**src/rtl/ball_engine.sv**
```systemverilog
`default_nettype none
// ============================================================================
//  Module   : ball_engine
//  Brief    : Pong ball motion, paddle bounce/steering, scoring and game FSM.
//  Revision : 1.0  initial release
// ============================================================================
module ball_engine #(
  parameter int H_RES       = 640,
  parameter int V_MAX       = 360,
  parameter int BALL_R      = 4,
  parameter int BAR_HALF    = 30,
  parameter int BAR_W       = 5,
  parameter int BAR_1_X     = 20,
  parameter int BAR_2_X     = 600,
  parameter int CENTER_X    = 310,
  parameter int CENTER_Y    = 180,
  parameter int VH          = 1,
  parameter int VV_MAX      = 3,
  parameter int SERVE_TICKS = 60,
  parameter int WIN_SCORE   = 7,
  parameter int SCORE_W     = 4
) (
  input  logic               clk,
  input  logic               reset,
  input  logic               tick,
  input  logic               start,
  input  logic [9:0]         bar_1_y,
  input  logic [9:0]         bar_2_y,
  output logic [10:0]        x,
  output logic [9:0]         y,
  output logic               point_1,
  output logic               point_2,
  output logic [SCORE_W-1:0] score_1,
  output logic [SCORE_W-1:0] score_2,
  output logic [1:0]         state,
  output logic               game_over
);

  localparam int c_VY_W  = (VV_MAX > 0) ? $clog2(VV_MAX + 1) : 1;
  localparam int c_CNT_W = (SERVE_TICKS > 1) ? $clog2(SERVE_TICKS) : 1;

  localparam logic signed [11:0] c_VH      = 12'(VH);
  localparam logic signed [11:0] c_BR      = 12'(BALL_R);
  localparam logic signed [11:0] c_BAR1_L  = 12'(BAR_1_X);
  localparam logic signed [11:0] c_BAR1_R  = 12'(BAR_1_X + BAR_W);
  localparam logic signed [11:0] c_BAR2_L  = 12'(BAR_2_X);
  localparam logic signed [11:0] c_BAR2_R  = 12'(BAR_2_X + BAR_W);
  localparam logic signed [11:0] c_REACH   = 12'(BAR_HALF + BALL_R);
  localparam logic signed [11:0] c_THIRD   = 12'(BAR_HALF / 3);
  localparam logic signed [11:0] c_Y_HI    = 12'(V_MAX - 1 - BALL_R);
  localparam logic signed [11:0] c_X_END   = 12'(H_RES - 1);
  localparam logic [9:0]         c_Y_TOP   = 10'(V_MAX - 1 - BALL_R);
  localparam logic [9:0]         c_Y_BOT   = 10'(BALL_R);
  localparam logic [10:0]        c_CX      = 11'(CENTER_X);
  localparam logic [9:0]         c_CY      = 10'(CENTER_Y);
  localparam logic [c_VY_W-1:0]  c_VV_MAX  = c_VY_W'(VV_MAX);
  localparam logic [c_CNT_W-1:0] c_CNT_END = c_CNT_W'(SERVE_TICKS - 1);
  localparam logic [SCORE_W-1:0] c_WIN     = SCORE_W'(WIN_SCORE);

  typedef enum logic [1:0] {
    S_SERVE = 2'd0,
    S_PLAY  = 2'd1,
    S_OVER  = 2'd2
  } state_t;

  state_t              r_state;
  logic                r_vx_dir;
  logic                r_vy_dir;
  logic [c_VY_W-1:0]   r_vy_mag;
  logic [c_CNT_W-1:0]  r_cnt;

  logic signed [11:0]  w_x_cur, w_y_cur, w_bar_1, w_bar_2, w_vy;
  logic signed [11:0]  w_x_new, w_y_new, w_d_1, w_d_2, w_d;
  logic                w_hit_1, w_hit_2, w_hit, w_steer;
  logic                w_vy_dir_n;
  logic [c_VY_W-1:0]   w_vy_mag_n;
  logic [9:0]          w_y_lim;
  logic                w_score_1, w_score_2;
  logic [SCORE_W-1:0]  w_s1_inc, w_s2_inc;

  // All position math is 12-bit signed so x-VH / y-vy never wrap below zero.
  always_comb begin
    w_x_cur = $signed({1'b0, x});
    w_y_cur = $signed({2'b00, y});
    w_bar_1 = $signed({2'b00, bar_1_y});
    w_bar_2 = $signed({2'b00, bar_2_y});
    w_vy    = $signed(12'(r_vy_mag));
    w_x_new = r_vx_dir ? (w_x_cur + c_VH) : (w_x_cur - c_VH);
    w_y_new = r_vy_dir ? (w_y_cur + w_vy) : (w_y_cur - w_vy);
    w_d_1   = w_y_new - w_bar_1;
    w_d_2   = w_y_new - w_bar_2;

    w_hit_1 = !r_vx_dir && (w_x_new - c_BR <= c_BAR1_R) && (w_x_new + c_BR >= c_BAR1_L)
              && (w_d_1 <= c_REACH) && (w_d_1 >= -c_REACH);
    w_hit_2 = r_vx_dir && (w_x_new + c_BR >= c_BAR2_L) && (w_x_new - c_BR <= c_BAR2_R)
              && (w_d_2 <= c_REACH) && (w_d_2 >= -c_REACH);
    w_hit   = w_hit_1 || w_hit_2;
    w_d     = w_hit_1 ? w_d_1 : w_d_2;
    w_steer = (w_d > c_THIRD);

    w_vy_dir_n = r_vy_dir;
    w_vy_mag_n = r_vy_mag;
    if (w_hit && ((w_d > c_THIRD) || (w_d < -c_THIRD))) begin
      if (r_vy_mag == '0) begin
        w_vy_dir_n = w_steer;
        w_vy_mag_n = c_VY_W'(1);
      end else if (r_vy_dir == w_steer) begin
        if (r_vy_mag != c_VV_MAX) w_vy_mag_n = r_vy_mag + 1'b1;
      end else begin
        w_vy_mag_n = r_vy_mag - 1'b1;
      end
    end

    // Wall reflection overrides any steering on the vertical direction.
    w_y_lim = w_y_new[9:0];
    if (w_y_new > c_Y_HI) begin
      w_y_lim    = c_Y_TOP;
      w_vy_dir_n = 1'b0;
    end else if (w_y_new < c_BR) begin
      w_y_lim    = c_Y_BOT;
      w_vy_dir_n = 1'b1;
    end

    w_score_1 = !w_hit && (w_x_new + c_BR >= c_X_END);
    w_score_2 = !w_hit && !w_score_1 && (w_x_new <= c_BR);
    w_s1_inc  = score_1 + 1'b1;
    w_s2_inc  = score_2 + 1'b1;
  end

  always_ff @(posedge clk or negedge reset) begin
    if (!reset) begin
      r_state  <= S_SERVE;
      x        <= c_CX;
      y        <= c_CY;
      r_vx_dir <= 1'b1;
      r_vy_dir <= 1'b0;
      r_vy_mag <= '0;
      r_cnt    <= '0;
      score_1  <= '0;
      score_2  <= '0;
      point_1  <= 1'b0;
      point_2  <= 1'b0;
    end else begin
      point_1 <= 1'b0;
      point_2 <= 1'b0;
      case (r_state)
        S_SERVE: begin
          x        <= c_CX;
          y        <= c_CY;
          r_vy_mag <= '0;
          if (tick) begin
            if (r_cnt == c_CNT_END) begin
              r_cnt   <= '0;
              r_state <= S_PLAY;
            end else begin
              r_cnt <= r_cnt + 1'b1;
            end
          end
        end
        S_PLAY: begin
          if (tick) begin
            if (w_score_1 || w_score_2) begin
              x        <= c_CX;
              y        <= c_CY;
              r_vy_mag <= '0;
              r_cnt    <= '0;
              if (w_score_1) begin
                point_1  <= 1'b1;
                score_1  <= w_s1_inc;
                r_vx_dir <= 1'b0;
                r_state  <= (w_s1_inc == c_WIN) ? S_OVER : S_SERVE;
              end else begin
                point_2  <= 1'b1;
                score_2  <= w_s2_inc;
                r_vx_dir <= 1'b1;
                r_state  <= (w_s2_inc == c_WIN) ? S_OVER : S_SERVE;
              end
            end else begin
              x        <= w_x_new[10:0];
              y        <= w_y_lim;
              r_vy_dir <= w_vy_dir_n;
              r_vy_mag <= w_vy_mag_n;
              if (w_hit_1)      r_vx_dir <= 1'b1;
              else if (w_hit_2) r_vx_dir <= 1'b0;
            end
          end
        end
        S_OVER: begin
          x <= c_CX;
          y <= c_CY;
          if (start) begin
            score_1  <= '0;
            score_2  <= '0;
            r_vx_dir <= 1'b1;
            r_cnt    <= '0;
            r_state  <= S_SERVE;
          end
        end
        default: r_state <= S_SERVE;
      endcase
    end
  end

  assign state     = r_state;
  assign game_over = (r_state == S_OVER);

endmodule
`default_nettype wire

```
**config.mk**
```make
export PLATFORM = sky130hd
export DESIGN_NAME = ball_engine
export DESIGN_NICKNAME = d
export VERILOG_FILES = /design/src/rtl/ball_engine.sv
export SDC_FILE = /design/constraint.sdc
export NUM_CORES = 1
export LEC_CHECK = 0
export BUFFER_PORTS_ARGS = -buffer_cell sky130_fd_sc_hd__buf_2
export CAP_MARGIN = 5
export CELL_PAD_IN_SITES_DETAIL_PLACEMENT = 0
export CELL_PAD_IN_SITES_GLOBAL_PLACEMENT = 1
export CORE_MARGIN = 10
export CORE_UTILIZATION = 30
export CTS_CLUSTER_DIAMETER = 30
export DETAILED_ROUTE_END_ITERATION = 8
export GPL_ROUTABILITY_DRIVEN = 0
export PLACE_DENSITY_LB_ADDON = 0.1
export RECOVER_POWER = 50
export SLEW_MARGIN = 0
export SYNTH_ARGS = -nofsm -noshare
export SYNTH_HDL_FRONTEND = slang
export SYNTH_SLANG_ARGS = --single-unit
```
**constraint.sdc**
```tcl
create_clock -name clk -period 5.15 [get_ports clk]
set_input_delay 0.515 -clock clk [delete_from_list [all_inputs] [get_ports clk]]
set_output_delay 0.515 -clock clk [all_outputs]
set_load 0.02 [all_outputs]
```
; ---- Yosys cells after proc, flatten, opt, wreduce, memory -nomap -nowiden
; Cells that the tools add are included.
[word_totals]
in_bits = 24
wordCells = 151
reg_bits = 43
[classes]
n_eq_ne = 17
reduce_logical = 35
addsub = 13
bitwise = 1
n_lt_le_gt_ge = 14
mux = 60
[ops]
columns = op, count
row1 = $mux W10, 4
row2 = $mux W12, 3
row3 = $mux W6, 5
row4 = $mux W2, 14
row5 = $mux W4, 7
row6 = $reduce_and A5 Y1, 5
row7 = $ge A12 B11 Y1 const B, 2
row8 = $ge A12 B7 Y1 const B, 2
row9 = $le A12 B7 Y1 const B, 2
row10 = $sub A12 B11 Y12, 2
row11 = $mux W11, 2
row12 = $pmux W11 S2, 1
row13 = $pmux W10 S2, 1
row14 = $pmux W6 S3, 1
row15 = $mux W1, 17
row16 = $ne A2 B2 Y1 const B, 8
row17 = $pmux W4 S2, 2
row18 = $add A11 B1 Y12 const B, 1
row19 = $add A12 B4 Y12 const B, 1
row20 = $ge A12 B6 Y1 const B, 1
row21 = $gt A12 B10 Y1 const B, 1
row22 = $gt A12 B5 Y1 const B, 1
row23 = $le A12 B11 Y1 const B, 1
row24 = $le A12 B4 Y1 const B, 1
row25 = 32 further kinds, 55

; ---- Longest topological paths before layout
[depth]
word_depth = 18
depth_mapped = 22

; ---- Least setup slack after synthesis
; Ideal clock, no wire load.
[synth_timing]
kind = flip-flop to flip-flop
startpoint = register y[0]
endpoint = register r_state[1], in the netlist state[1]
t_required_ps = 5023
path_stages_with_launch = 22
path_slack_ps = -75
path_buffers = 1
t_arrival_ps = 5098
cell_sequence = dfrtp_1 inv_1 ha_1 fa_1 or4b_1 or3_1 o21ai_0 xor2_1 ha_1 and3_1 a221oi_1 nand2_1 xnor2_1 nand4_1 or4_1 a22oi_2 nand3_4 a31oi_4 or3_1 buf_4 a21oi_2 mux2_1
[synth_via]
elab_chain_len = 15
[synth_lines]
columns = item, line_no
row1 = from (decl), 30  ; output logic [9:0] y,
row2 = from (signal assigned), 134  ; y <= c_CY;
row3 = from (signal assigned), 149  ; y <= c_CY;
row4 = from (signal assigned), 164  ; y <= c_CY;
row5 = $sub A10 B2 Y11 or $add A10 B2 Y11 (tied branches), 89  ; w_y_new = r_vy_dir ? (w_y_cur + w_vy) : (w_y_cur - w_vy);
row6 = $mux W12 (*), 89
row7 = "$sub A12 B11 Y12, on equally long branches", "90, 91"
row8 = "$le A12 B7 Y1, on equally long branches", "94, 96"
row9 = "$logic_and A1 B1 Y1, on equally long branches (2 in series)", "94, 96"
row10 = $logic_or A1 B1 Y1 (*), 97  ; w_hit = w_hit_1 || w_hit_2;
row11 = $logic_not A1 Y1 (*), "124, 125"
row12 = $logic_and A1 B1 Y1, 124  ; w_score_1 = !w_hit && (w_x_new + c_BR >= c_X_END);
row13 = $logic_not A1 Y1, 125  ; w_score_2 = !w_hit && !w_score_1 && (w_x_new <= c_BR);
row14 = $logic_and A1 B1 Y1 (2 in series), 125
row15 = $logic_or A1 B1 Y1, 162  ; if (w_score_1 || w_score_2) begin
row16 = $ne A2 B2 Y1 (no source line), -
row17 = $reduce_and A5 Y1 (no source line), -
row18 = to (signal assigned), 171  ; r_state <= (w_s1_inc == c_WIN) ? S_OVER : S_SERVE;
row19 = to (signal assigned), 176  ; r_state <= (w_s2_inc == c_WIN) ? S_OVER : S_SERVE;
row20 = to (decl), 66  ; state_t r_state;
; Every way passes the cells marked *; elsewhere a longest branch is shown, timed or not. The select of a mux whose other input is x is not followed.
; A chain may end at the register's enable or synchronous reset.

; ---- Final worst setup path
[layout_timing]
startpoint = register y[0]
endpoint = register y[8]
[layout_via]
elab_chain_len = 16
[layout_lines]
columns = item, line_no
row1 = $sub A10 B2 Y11 or $add A10 B2 Y11 (tied branches), 89
row2 = $mux W12 (*), 89
row3 = "$sub A12 B11 Y12, on equally long branches", "90, 91"
row4 = "$le A12 B7 Y1, on equally long branches", "94, 96"
row5 = "$logic_and A1 B1 Y1, on equally long branches (2 in series)", "94, 96"
row6 = $logic_or A1 B1 Y1, 97
row7 = $logic_not A1 Y1, "124, 125"
row8 = $logic_and A1 B1 Y1, 124
row9 = $logic_not A1 Y1, 125
row10 = $logic_and A1 B1 Y1 (2 in series), 125
row11 = $logic_or A1 B1 Y1, 162
row12 = $mux W10 (*), 162
row13 = $mux W10 (*), 161  ; if (tick) begin
row14 = $pmux W10 S2 (*), 146  ; case (r_state)
; Marked as above.

==> impl_metrics.ini <==
[synth]
syn-num-nets = 751
synth-edff-count = 0
synthesis.area_um2 = 5380
synth-async-reset-ratio_pct = 100
ys_ff_latch = 43
yosys_warnings = 0
netlist.area_leader.share_pct = 15.4
avgSynthCellArea_um2 = 7.99
synth.yosys.seq_area_share_pct = 20.2
ys_types = 83
syn_inst = 673
synth-main-ff-cell = dfrtp_1
synthTopCellsByArea = dfrtp_1 15%, ha_1 11%, dfstp_2 4.9%
yosys.area.top_type = dfrtp_1

[power]
powerDensity_nw_per_um2 = 458
total_power_mw = 3.31
p_leak_nw = 3.17
vdd_drop_max_uv = 277

[global_route]
track_usage_pct = 15.1
global_route.overflow_total = 0
grt_max_degree = 44
antenna_found_initial = 0
grt_pass1_vias = 5753
grt_pass1_wl_um = 30100

[timing]
setup_ws_ns = -0.0113
worstMarginPinSlew_ns = 2.47
period_share_pct = 100
rsz0062_at_grt = yes
setup_tns_ns = -0.0161
skew_ns = 0.00560
report.final.slew_viol_count = 44
min_period_ns = 5.16
slew_headroom_pct = -64.4
finalHoldViolations = 0
holdWs_ns = 0.499
max_freq_mhz = 194
setup_viol = 3

[floorplan]
ios = 58
die-area_um2 = 23700
row_count = 48
fp.dieH_um = 154
start_util_pct = 30.9
core_area_um2 = 17400
die_w_um = 154

[place]
dp_hpwl_um = 14500
dp_cells = 1003
port_buffers = 57

[route]
routed_via_density = 5.48
routed_wl_um = 18900
drc = 0
antenna_left = 0
wl_per_cell_um = 17.9
dr.pass1.iters = 5
dr_total_vias = 5793
first_iter_violations = 383

[clock_tree]
htreeDepth = 2
clock_latency_ns = 0.28
path_clk_slew_ns = 0.06
cts_buffers = 5
root_buffer = clkbuf_16
cts_tree = built
clockBufferDepth = 2
cts.sink_count = 43

[setup_path]
end_kind = register
startpoint_type = register
crit_fanout = 6
crit_type = register to register
cp.arrival_ns = 5.38
required_ns = 5.37

[layout]
num_antenna_cells = 0
fin_cells = 1057
area_growth_pct = 34.6
drive_gt1_share_pct = 32.1
finish.utilization_pct = 41.6
finalNetCount = 909

[outcome]
failed_checks = capacitance limit, slew limit, setup timing
outcome = finished with violations

[min_path]
hp-class = register to register

[run]
drv_cap = 1
==> Yosys cell counts (all sizes together), types with 8 or more instances <==
| master | number |
|---|---|
| o21a | 9 |
| nor3 | 17 |
| xnor2 | 22 |
| dfrtp | 33 |
| nor2b | 10 |
| ha | 49 |
| o211ai | 9 |
| nor4 | 11 |
| a21o | 9 |
| nor2 | 47 |
| and2 | 8 |
| a31oi | 14 |
| nand3b | 8 |
| clkbuf | 18 |
| inv | 49 |
| nand4 | 14 |
| nand3 | 20 |
| o31ai | 11 |
| dfstp | 10 |
| a21oi | 42 |
| o21ai | 49 |
| nand2 | 43 |
| buf | 8 |
| or3 | 10 |
| xor2 | 21 |
==> cell type report <==
| type | instances | area (µm²) |
|---|---|---|
| tap | 225 | 282 |
| sequential | 43 | 1090 |
| fill | 1782 | 10200 |
| timing repair buffer | 177 | 1230 |
| inverter | 49 | 184 |
| clock inverter | 1 | 5.00 |
| clock buffer | 7 | 143 |
| multi-input combinational | 555 | 4310 |
==> cell families (layout without fill, tap and decap cells) <==
family	Yosys count	count (layout)	share of synthesized area [%]
mux	9	9	1.77
compound gates	217	217	28.0
xor+xnor	43	43	7.00
buf+inv	75	234	5.68
simple gates	232	232	24.1
flops	43	43	20.2
fa+ha+maj	54	54	13.3
==> where the power goes <==
group	switching, mW	leakage [nW]	internal, mW
combinational	1.53	2.56	1.01
sequential	0.0518	0.531	0.387
clock	0.135	0.0739	0.193
total	1.72	3.17	1.59
==> metal layers <==
metal / up-vias / GRT usage (%) / share of wire (%)
met5: - / 0 / 0
met4: 0 / 3.15 / 1.5
met3: 21 / 1.48 / 3.8
met2: 134 / 24.7 / 47
met1: 2784 / 20.8 / 48
li1: 2854 / - / -
==> sequential cells by signal (all words and copies together), names as in the netlist <==
register  count
point_2       1
r_vy_dir      1
score_2       4
point_1       1
r_cnt         6
r_vx_dir      1
x            11
score_1       4
y            10
state         2
r_vy_mag      2
==> placed cells by master, fill, tap and decap left out, types with 7 or more instances in the layout <==
| master | Yosys | routed |
|---|---|---|
| a21o_1 | 9 | 9 |
| a21oi_1 | 41 | 39 |
| a31oi_1 | 13 | 10 |
| and2_1 | 8 | 8 |
| buf_2 | 4 | 56 |
| buf_4 | 1 | 109 |
| buf_6 | 2 | 11 |
| dfrtp_1 | 33 | 32 |
| dfstp_2 | 10 | 10 |
| ha_1 | 49 | 44 |
| inv_1 | 49 | 48 |
| nand2_1 | 43 | 42 |
| nand3_1 | 19 | 19 |
| nand3b_1 | 8 | 8 |
| nand4_1 | 14 | 14 |
| nor2_1 | 47 | 47 |
| nor2b_1 | 10 | 10 |
| nor3_1 | 17 | 16 |
| nor4_1 | 9 | 8 |
| o211ai_1 | 9 | 9 |
| o21a_1 | 9 | 9 |
| o21ai_0 | 47 | 34 |
| o21ai_1 | 2 | 12 |
| o31ai_1 | 11 | 7 |
| or3_1 | 10 | 8 |
| xnor2_1 | 22 | 19 |
| xor2_1 | 21 | 19 |
==> through the flow <==
stage                     area (µm²)  worst slack, ns
final                           7240          -0.0113
after global placement          6390          -0.0786
after floorplan                 5390           0.0269
after CTS                       7020          0.00361
after global routing            7240           -0.254
after detailed placement        6390           -0.224
==> worst max-delay path: stages (launching register included) <==
cell and delay (ns):
dfrtp_1 0.38, inv_2 0.08, ha_4 0.13, fa_2 0.21, or4b_4 0.48, or3_4 0.36
o21ai_2 0.09, xor2_2 0.11, buf_4 0.18, ha_4 0.15, or4_4 0.48, o21a_1 0.21
buf_6 0.13, xor2_2 0.14, nor4_2 0.35, nand4_1 0.15, mux2i_2 0.24, nand4_1 0.20
buf_4 0.19, a31oi_4 0.15, nor3b_4 0.29, buf_6 0.17, a21o_1 0.11, a32o_1 0.12
==> worst paths after layout <==
check	from	slack [ns]	to	cells after the start
setup / recovery	y[0]	-0.01	y[8]	23
hold / removal	r_cnt[4]	0.50	r_cnt[4]	1
setup reg to reg	y[0]	-0.01	y[8]	23
hold reg to reg	r_cnt[4]	0.50	r_cnt[4]	1
max in group asynchronous	reset	2.58	r_vy_mag[1]	1
min in group asynchronous	reset	0.99	state[0]	1
==> what timing repair did <==
action / 4_1_cts / 5_1_grt
setup endpoints to repair: 40 / 41
setup buffers: 37 / 9
hold buffers: 0 / 0
gates resized for setup: 41 / 46
pin swaps: 21 / 19
endpoints found under the hold margin: 0 / 0
gates cloned: 1 / 0
(Power assumes the default switching activity.)
